<file path="src/rtl/pixart_pkg.sv">
// pixart_pkg: shared constants, state encoding and init table for the Pixart camera sequencer
package pixart_pkg;
    localparam logic [3:0] S_PWRUP      = 4'd0;
    localparam logic [3:0] S_WAIT_START = 4'd1;
    localparam logic [3:0] S_INIT_REQ   = 4'd2;
    localparam logic [3:0] S_INIT_WAIT  = 4'd3;
    localparam logic [3:0] S_INIT_GAP   = 4'd4;
    localparam logic [3:0] S_POLL_REQ   = 4'd5;
    localparam logic [3:0] S_POLL_WAIT  = 4'd6;
    localparam logic [3:0] S_POLL_GAP   = 4'd7;
    localparam logic [3:0] S_ERROR      = 4'd8;
    localparam logic [7:0] POLL_REG     = 8'h36;
    localparam logic [4:0] POLL_LEN     = 5'd4;
    localparam logic [9:0] NO_BLOB      = 10'd1023;
    localparam int         INIT_LEN     = 6;
    typedef struct packed {
        logic [7:0] rg;
        logic [7:0] data;
    } init_t;
    // entry 0 is the rightmost word
    localparam init_t [INIT_LEN-1:0] INIT_TABLE = {
        16'h3333, 16'h1A40, 16'h08C0, 16'h0690, 16'h3008, 16'h3001
    };
    function automatic init_t init_entry(input logic [2:0] idx);
        return INIT_TABLE[idx];
    endfunction
endpackage

</file>
<file path="src/rtl/pixart_blob_decode.sv">
// pixart_blob_decode: captures the four poll bytes and decodes blob 1 position
module pixart_blob_decode
    import pixart_pkg::*;
(
    input  logic       clk,
    input  logic       reset_n,
    input  logic       i_en,
    input  logic       i_rx_valid,
    input  logic [7:0] i_rx_data,
    output logic [4:0] o_count,
    output logic [9:0] o_x,
    output logic [9:0] o_y,
    output logic       o_no_blob
);
    logic [4:0] r_cnt;
    logic [7:0] r_xlo, r_ylo, r_s;
    logic [7:0] w_xlo, w_ylo, w_s;
    logic       w_take;
    // decode from next-state bytes so a byte arriving with txn_done is already included
    always_comb begin
        w_take    = i_en && i_rx_valid && r_cnt != POLL_LEN;
        o_count   = r_cnt + {4'd0, w_take};
        w_xlo     = (w_take && r_cnt == 5'd1) ? i_rx_data : r_xlo;
        w_ylo     = (w_take && r_cnt == 5'd2) ? i_rx_data : r_ylo;
        w_s       = (w_take && r_cnt == 5'd3) ? i_rx_data : r_s;
        o_x       = {w_s[5:4], w_xlo};
        o_y       = {w_s[7:6], w_ylo};
        o_no_blob = o_x == NO_BLOB && o_y == NO_BLOB;
    end
    // byte counter restarts whenever no poll read is in flight
    always_ff @(posedge clk) begin
        if (!reset_n) begin
            r_cnt <= '0;
            r_xlo <= '0;
            r_ylo <= '0;
            r_s   <= '0;
        end else begin
            r_cnt <= i_en ? o_count : '0;
            r_xlo <= w_xlo;
            r_ylo <= w_ylo;
            r_s   <= w_s;
        end
    end
endmodule

</file>
<file path="src/rtl/pixart_seq.sv">
// pixart_seq: init-then-poll sequencer for the Pixart IR camera over a transaction-level I2C master
module pixart_seq
    import pixart_pkg::*;
#(
    parameter logic [6:0] DEV_ADDR       = 7'h58,
    parameter int          POWERUP_CYCLES = 1000,
    parameter int          GAP_CYCLES     = 100,
    parameter int          POLL_CYCLES    = 2000,
    parameter int          MAX_RETRY      = 3
) (
    input  logic       clk,
    input  logic       reset_n,
    input  logic       start,
    output logic       txn_valid,
    input  logic       txn_ready,
    output logic       txn_rw,
    output logic [6:0] txn_dev,
    output logic [7:0] txn_reg,
    output logic [7:0] txn_wdata,
    output logic [4:0] txn_rlen,
    input  logic [7:0] rx_data,
    input  logic       rx_valid,
    input  logic       txn_done,
    input  logic       txn_nack,
    output logic [9:0] x,
    output logic [9:0] y,
    output logic       xy_valid,
    output logic       blob_seen,
    output logic       init_done,
    output logic       error
);
    localparam logic [3:0] L_MAX_RETRY = 4'(MAX_RETRY);
    localparam logic [2:0] L_LAST      = 3'(INIT_LEN - 1);
    logic [3:0]  r_state;
    logic [15:0] r_cnt;
    logic [2:0]  r_idx;
    logic [3:0]  r_fail;
    logic        r_long;
    logic [9:0]  r_x, r_y;
    logic        r_xy_valid, r_blob, r_init_done;
    logic [15:0] w_lim;
    logic        w_cnt_end, w_init_req, w_poll_req, w_in_init, w_ok;
    logic [3:0]  w_fail;
    logic [4:0]  w_nbytes;
    logic [9:0]  w_dx, w_dy;
    logic        w_no_blob;
    init_t       w_entry;
    pixart_blob_decode u_decode (
        .clk        (clk),
        .reset_n    (reset_n),
        .i_en       (r_state == S_POLL_WAIT),
        .i_rx_valid (rx_valid),
        .i_rx_data  (rx_data),
        .o_count    (w_nbytes),
        .o_x        (w_dx),
        .o_y        (w_dy),
        .o_no_blob  (w_no_blob)
    );
    // request fields are pure functions of state so they stay stable until accepted
    always_comb begin
        w_entry    = init_entry(r_idx);
        w_init_req = r_state == S_INIT_REQ;
        w_poll_req = r_state == S_POLL_REQ;
        w_in_init  = r_state == S_INIT_WAIT;
        w_ok       = !txn_nack && (w_in_init || w_nbytes == POLL_LEN);
        w_fail     = r_fail + 4'd1;
        w_lim      = (r_state == S_PWRUP) ? 16'(POWERUP_CYCLES)
                   : (r_state == S_POLL_GAP && r_long) ? 16'(POLL_CYCLES) : 16'(GAP_CYCLES);
        w_cnt_end  = r_cnt == w_lim - 16'd1;
    end
    assign txn_valid = w_init_req || w_poll_req;
    assign txn_rw    = w_poll_req;
    assign txn_dev   = DEV_ADDR;
    assign txn_reg   = w_init_req ? w_entry.rg : w_poll_req ? POLL_REG : 8'h00;
    assign txn_wdata = w_init_req ? w_entry.data : 8'h00;
    assign txn_rlen  = w_poll_req ? POLL_LEN : 5'd0;
    assign x         = r_x;
    assign y         = r_y;
    assign xy_valid  = r_xy_valid;
    assign blob_seen = r_blob;
    assign init_done = r_init_done;
    assign error     = r_state == S_ERROR;
    // sequencer: power-up wait, init table, periodic poll, failure retry and terminal error
    always_ff @(posedge clk) begin
        if (!reset_n) begin
            r_state     <= S_PWRUP;
            r_cnt       <= '0;
            r_idx       <= '0;
            r_fail      <= '0;
            r_long      <= 1'b0;
            r_x         <= '0;
            r_y         <= '0;
            r_xy_valid  <= 1'b0;
            r_blob      <= 1'b0;
            r_init_done <= 1'b0;
        end else begin
            r_xy_valid <= 1'b0;
            case (r_state)
                S_PWRUP, S_INIT_GAP, S_POLL_GAP: begin
                    r_cnt <= w_cnt_end ? '0 : r_cnt + 16'd1;
                    if (w_cnt_end)
                        r_state <= (r_state == S_PWRUP) ? S_WAIT_START
                                 : (r_state == S_POLL_GAP || r_init_done) ? S_POLL_REQ : S_INIT_REQ;
                end
                S_WAIT_START: if (start) r_state <= S_INIT_REQ;
                S_INIT_REQ:   if (txn_ready) r_state <= S_INIT_WAIT;
                S_POLL_REQ:   if (txn_ready) r_state <= S_POLL_WAIT;
                S_INIT_WAIT, S_POLL_WAIT: if (txn_done) begin
                    r_fail  <= w_ok ? '0 : w_fail;
                    r_long  <= w_ok;
                    r_state <= (!w_ok && w_fail == L_MAX_RETRY) ? S_ERROR
                             : w_in_init ? S_INIT_GAP : S_POLL_GAP;
                    if (w_in_init) begin
                        r_idx       <= !w_ok ? 3'd0 : (r_idx == L_LAST) ? r_idx : r_idx + 3'd1;
                        r_init_done <= r_init_done || (w_ok && r_idx == L_LAST);
                    end else if (w_ok) begin
                        r_blob <= !w_no_blob;
                        if (!w_no_blob) begin
                            r_x        <= w_dx;
                            r_y        <= w_dy;
                            r_xy_valid <= 1'b1;
                        end
                    end
                end
                default: ;
            endcase
        end
    end
endmodule

</file>
<file path="config.mk">
export PLATFORM = sky130hd
export DESIGN_NAME = pixart_seq
export DESIGN_NICKNAME = d
export VERILOG_FILES = /design/src/rtl/pixart_pkg.sv /design/src/rtl/pixart_blob_decode.sv /design/src/rtl/pixart_seq.sv
export SDC_FILE = /design/constraint.sdc
export NUM_CORES = 1
export LEC_CHECK = 0
export ABC_AREA = 0
export BUFFER_PORTS_ARGS = -buffer_cell sky130_fd_sc_hd__buf_2
export CAP_MARGIN = 10
export CORE_UTILIZATION = 40
export DETAILED_ROUTE_END_ITERATION = 12
export GPL_TIMING_DRIVEN = 0
export PLACE_DENSITY_LB_ADDON = 0.08
export SYNTH_ARGS = -nofsm -noshare
export SYNTH_HDL_FRONTEND = slang
export SYNTH_SLANG_ARGS = --single-unit
</file>
<file path="constraint.sdc">
create_clock -name clk -period 6.4 [get_ports clk]
set_clock_uncertainty 0.15 [all_clocks]
set_input_delay 1.28 -clock clk [delete_from_list [all_inputs] [get_ports clk]]
set_output_delay 1.28 -clock clk [all_outputs]
set_load 0.03 [all_outputs]
</file>
Word level (Yosys, flattened, before mapping)

Memory sizes are Yosys's and may differ from the RTL's. A register that Yosys moved wholly into a read port is not among the register bits.
Index checks and enable logic that the tools add are counted.
Widths: inputs -> output; s select.

Logic and storage cells: 108
Memories: 1
Bits in registers: 80
Output and inout bits: 54
ROM bits: 128

Memories:

| memory          | words | bits a word | rd ports | clocked after Yosys merged registers in | write ports | RTL line         | RTL |
|---|---|---|---|---|---|---|---|
| (no name shown) | 8     | 16          | 1        | 1                                       | 0           | pixart_pkg.sv:25 | `return INIT_TABLE[idx];` |

Multiplexer cells: 27
Add/subtract/negate cells: 5
Reductions and logical operators: 29
Equal/unequal tests: 24
Bitwise operators: 6
Order comparisons: 1

Operators with widths:

| kind                  | count |
|---|---|
| $mux 8                | 5 |
| $mux 16               | 2 |
| $mux 4                | 7 |
| $mux 11               | 2 |
| $mux 3                | 7 |
| $eq 10x10->1 const B  | 2 |
| $pmux 4 s5            | 1 |
| $add 16x1->16 const B | 1 |
| $eq 16x16->1          | 1 |
| $eq 4x3->1 const B    | 4 |
| $eq 4x2->1 const B    | 3 |
| $ne 2x2->1 const B    | 6 |
| $sub 11x1->12 const B | 1 |
| $eq 5x2->1 const B    | 2 |
| $logic_and 1x1->1     | 10 |
| $reduce_and 4->1      | 2 |
| $mux 6                | 1 |
| $not 1->1             | 6 |
| $reduce_and 6->1      | 1 |
| $add 5x1->5           | 1 |
| $eq 5x1->1 const B    | 1 |
| $eq 5x3->1 const B    | 1 |
| $ne 5x3->1 const B    | 1 |
| $reduce_and 5->1      | 1 |
| other kinds (17)      | 23 |

Depth between registers and ports, before layout

Depth in word-level cells: 12
Gate-level depth with buffers: 14
Mapped depth without buffers: 11

Hierarchy

A second synthesis with hierarchy kept.

Cells, all modules: 498
Area, all modules: 4393.0 um^2

By module, submodules not included:

| module             | cells an instance | instances | area an instance (um^2) | seq. area each (um^2) |
|---|---|---|---|---|
| pixart_seq         | 378               | 1         | 3170.5                  | 1221.2 |
| pixart_blob_decode | 120               | 1         | 1222.4                  | 500.5 |

Worst setup path before layout

No wires, ideal clock.

Path kind: input to register
From: in rx_valid
To: reg r_x[9] (netlist: x[9])
Library setup time: 123 ps
Slack: 2760 ps
Arrival time: 3367 ps
Required time: 6127 ps
Stages: 11
Buffers on the path: 2
Cell sequence: nand2_1 > a21oi_1 > ha_1 > ha_1 > or3_1 > a21oi_1 > nand4_1 > clkbuf_1 > nor2_1 > buf_2 > mux2_1

RTL lines:

| what                              | RTL line                 | RTL |
|---|---|---|
| from (decl)                       | pixart_seq.sv:22         | `input logic rx_valid,` |
| $logic_and 1x1->1 (2 in a row)    | pixart_blob_decode.sv:21 | `w_take = i_en && i_rx_valid && r_cnt != POLL_LEN;` |
| $add 5x1->5                       | pixart_blob_decode.sv:22 | `o_count = r_cnt + {4'd0, w_take};` |
| net u_decode.o_count[1]           | pixart_blob_decode.sv:10 | `output logic [4:0] o_count,` |
| $eq 5x3->1                        | pixart_seq.sv:65         | `w_ok = !txn_nack && (w_in_init \|\| w_nbytes == POLL_LEN);` |
| $logic_or 1x1->1                  | pixart_seq.sv:65         |  |
| $logic_and 1x1->1                 | pixart_seq.sv:65         |  |
| $reduce_and 5->1 (no source line) | -                        |  |
| to (signal assigned)              | pixart_seq.sv:119        | `r_x <= w_dx;` |
| to (decl)                         | pixart_seq.sv:39         | `logic [9:0] r_x, r_y;` |

The timed path passes the listed nets, and every way through them passes these cells.
A chain may end at the register's enable or synchronous reset.

Final worst setup path

From: reg r_state[2]
To: out txn_valid

Longest elaborated chain between the ends: 2

Ends and longest elaborated chain:

| what                                            | RTL line                           | RTL |
|---|---|---|
| from (decl)                                     | pixart_seq.sv:34                   | `logic [3:0] r_state;` |
| from (signal assigned)                          | pixart_seq.sv:102                  | `r_state <= (r_state == S_PWRUP) ? S_WAIT_START` |
| from (signal assigned)                          | pixart_seq.sv:111                  | `r_state <= (!w_ok && w_fail == L_MAX_RETRY) ? S_ERROR` |
| $eq 4x2->1 / $eq 4x3->1 (equally long branches) | pixart_seq.sv:62, pixart_seq.sv:63 |  |
| $logic_or 1x1->1 *                              | pixart_seq.sv:71                   | `assign txn_valid = w_init_req \|\| w_poll_req;` |
| to (decl)                                       | pixart_seq.sv:14                   | `output logic txn_valid,` |

Mark *: on every way between the ends. The rest lies on a longest branch, timed or not.

==> reports/metrics.yaml <==
run_status:
  status: "finished, final reports clean"
worst_setup_path:
  worst_ep_arrival_time_ns: 2.48
  cp-start-kind: "register"
  slowest_delay_ns: 0.69
  crit_family: "simple AND/OR/NAND/NOR gates"
  path_cells: "clkbuf_1, inv_1, nor3_1, or2_2, buf_2"
  critPathCaptureType: "output pin"
  required_ns: 4.97
  crit_path_top_delay_cell: "nor3_1"
  cp_max_fo: 10
  crit_buf_inv: 3
  crit_type: "reg2out"
route:
  avgRoutedWirePerCell_um: 13.6
  drc: 0
  post_drt_via_cell_ratio: 5.07
  drt_pass1_iterations: 4
  wl_um: 9380
  via_count: 3505
  drt_iter0_markers: 111
  antenna_left: 0
power_and_ir_drop:
  seqPwrFrac_pct: 48.8
  swShare_pct: 30.4
  max-vdd-ir-drop_uv: 94.5
  power_density_nw_per_um2: 239
  leakagePower_uw: 0.00212
  switchingPower_uw: 352
  clockPowerShare_pct: 33.7
  combPwrFrac_pct: 17.5
  internal_power_uw: 808
final_layout:
  area_growth_pct: 16.1
  final_util_pct: 48.8
  nFillCells: 1038
  num_antenna_cells: 0
  drive_gt1_share_pct: 18.1
  final_net_count: 575
sta:
  slew_headroom_pct: 46.3
  rsz0062_at_grt: "false"
  hold_viol_final: 0
  drv_slew: 0
  fin_crit_sh_pct: 61.1
  fmax_mhz: 256
  tightest_slew_ns: 0.799
  setup_viol: 0
  fin_setup_tns_ns: 0
  min_period_ns: 3.91
grt:
  overflow: 0
  grt_max_degree: 16
  antenna_found_initial: 0
  grt_usage_pct: 18.2
  grt_pass1_wl_um: 16000
  grt_pass1_vias: 3257
clock_network:
  numCtsBuffers: 9
  cts-root-buf: "clkbuf_8"
  cts_tree: "done"
  insertion_delay_ns: 0.36
  cts_setup_buffers: 0
  clockBufferDepth: 2
  clk_pin_slew_ns: 0.09
  clock_sinks: 86
  cts_hold_buf: 0
  post_cts_resized: 0
  htree_levels: 3
yosys:
  synth_area_um2: 4180
  synth.distinct_cells: 58
  synthFlopType: "dfxtp_1"
  synth_top_area_share_pct: 41.2
  synth_xor_area_share_pct: 3.14
  ys_seq_area_share_pct: 41.2
  async_reset_ff_share_pct: 0
  yosysMostFrequentCell: "dfxtp_1"
  synth-adder-area-share_pct: 2.10
  synth_top_area_cell: "dfxtp_1"
  yosys.area_share.simple_pct: 25.6
  syn_area_per_cell_um2: 8.76
  yosysWarnings: 0
  synthTopCellsByArea: "dfxtp_1, mux2i_1, nor2b_1, nand2_1, buf_4"
  synth_edf_count: 0
  synth_top_family_by_area: "simple AND/OR/NAND/NOR gates"
  synth_commonest_cells: "dfxtp_1, nand2_1, nor2b_1"
  synth.ff_latch_count: 86
  synthMuxAreaShare_pct: 6.32
  synthCells: 477
  synth-compound-area-share_pct: 14.1
die:
  start_util_pct: 42.0
  die_w_um: 104
  ios: 69
  rows: 36
  die_y_um: 104
  core_area_um2: 9950
  dieArea_um2: 10900
place:
  place.gp.congestion: 0.802
  portBuffers: 53
  detailed_place_hpwl_um: 6820
job:
  drv_cap: 0
min_path:
  hold_class: "reg2reg"
==> stage by stage <==
step	std cells	hold WS (ns)	total power (uW)	worst slack [ns]	area [um^2]
floorplan	489	0.331	734	2.76	4230
global placement	675	0.305	779	2.24	4660
detailed placement	675	0.305	781	2.21	4660
CTS	691	0.320	1170	2.48	4850
global route	691	0.336	1220	2.20	4850
finish	691	0.316	1160	2.49	4850
==> cell type report <==
class | count | area [um^2] | area share (%)
flip-flops and latches | 86 | 1720 | 35.5
plain buffers | 43 | 238 | 4.90
repair buffers | 53 | 265 | 5.47
clock buffers | 10 | 128 | 2.63
well taps | 133 | 166 | 3.43
clock inverters | 6 | 68.8 | 1.42
inverters | 19 | 71.3 | 1.47
multi-input cells | 341 | 2190 | 45.2
==> worst paths after layout <==
| check | startpoint | endpoint | slack, ns | cells past startpoint |
|---|---|---|---|---|
| setup / recovery | r_state[2]$_SDFFE_PN0P_ | txn_valid | 2.49 | 5 |
| hold / removal | x[0]$_SDFFE_PN0P_ | x[0]$_SDFFE_PN0P_ | 0.32 | 2 |
| setup reg to reg | r_state[2]$_SDFFE_PN0P_ | x[7]$_SDFFE_PN0P_ | 2.58 | 13 |
| hold reg to reg | x[0]$_SDFFE_PN0P_ | x[0]$_SDFFE_PN0P_ | 0.32 | 2 |
==> worst reg2reg max path, delay by kind of cell, from the launching register on <==
| family | cells | cell delay (ns) |
|---|---|---|
| simple gates | 5 | 1.03 |
| fa+ha+maj | 2 | 0.48 |
| compound gates | 3 | 0.64 |
| buf+inv | 3 | 0.94 |
| flops | 1 | 0.46 |
==> metal layers <==
metal  track usage (%)  vias to the layer above  wire length [um]
met2              29.7                       54              4400
met1              23.9                     1639              4560
met4              4.39                        0                97
met5                 0                        -                 0
met3              4.51                        9               318
li1                  -                     1803                 -
==> cells in the final DEF, fill, tap and decap left out, drive strengths merged, types with 10 or more instances in the layout <==
cell,count
mux2i,23
and2,13
clkbuf,26
conb,14
dfxtp,86
nand2,41
nor2,19
o21ai,21
buf,80
nor2b,25
a21oi,20
nand3,10
nand4,19
nand2b,18
inv,21
o22ai,17
==> logic make-up after synthesis <==
group           Yosys count
compound gates           90
buf+inv                  62
simple gates            189
flops                    86
other cells               2
mux                      26
xor+xnor                 15
fa+ha+maj                 7
==> power by group through the flow <==
stage / logic, uW / clock network [uW] / registers [uW]
CTS: 203 / 404 / 566
detailed placement: 202 / 0 / 579
finish: 203 / 391 / 567
global placement: 201 / 0 / 578
global route: 227 / 421 / 569
floorplan: 160 / 0 / 574
==> state kept, by name, indices dropped and copies added (netlist names) <==
name            count
x                  10
blob_seen           1
r_fail              4
r_state             4
u_decode.r_cnt      5
xy_valid            1
u_decode.r_xlo      8
y                  10
r_long              1
init_done           1
r_idx               3
u_decode.r_s        4
u_decode.r_ylo      8
r_cnt              16
w_entry            10
(Power assumes the default switching activity.)
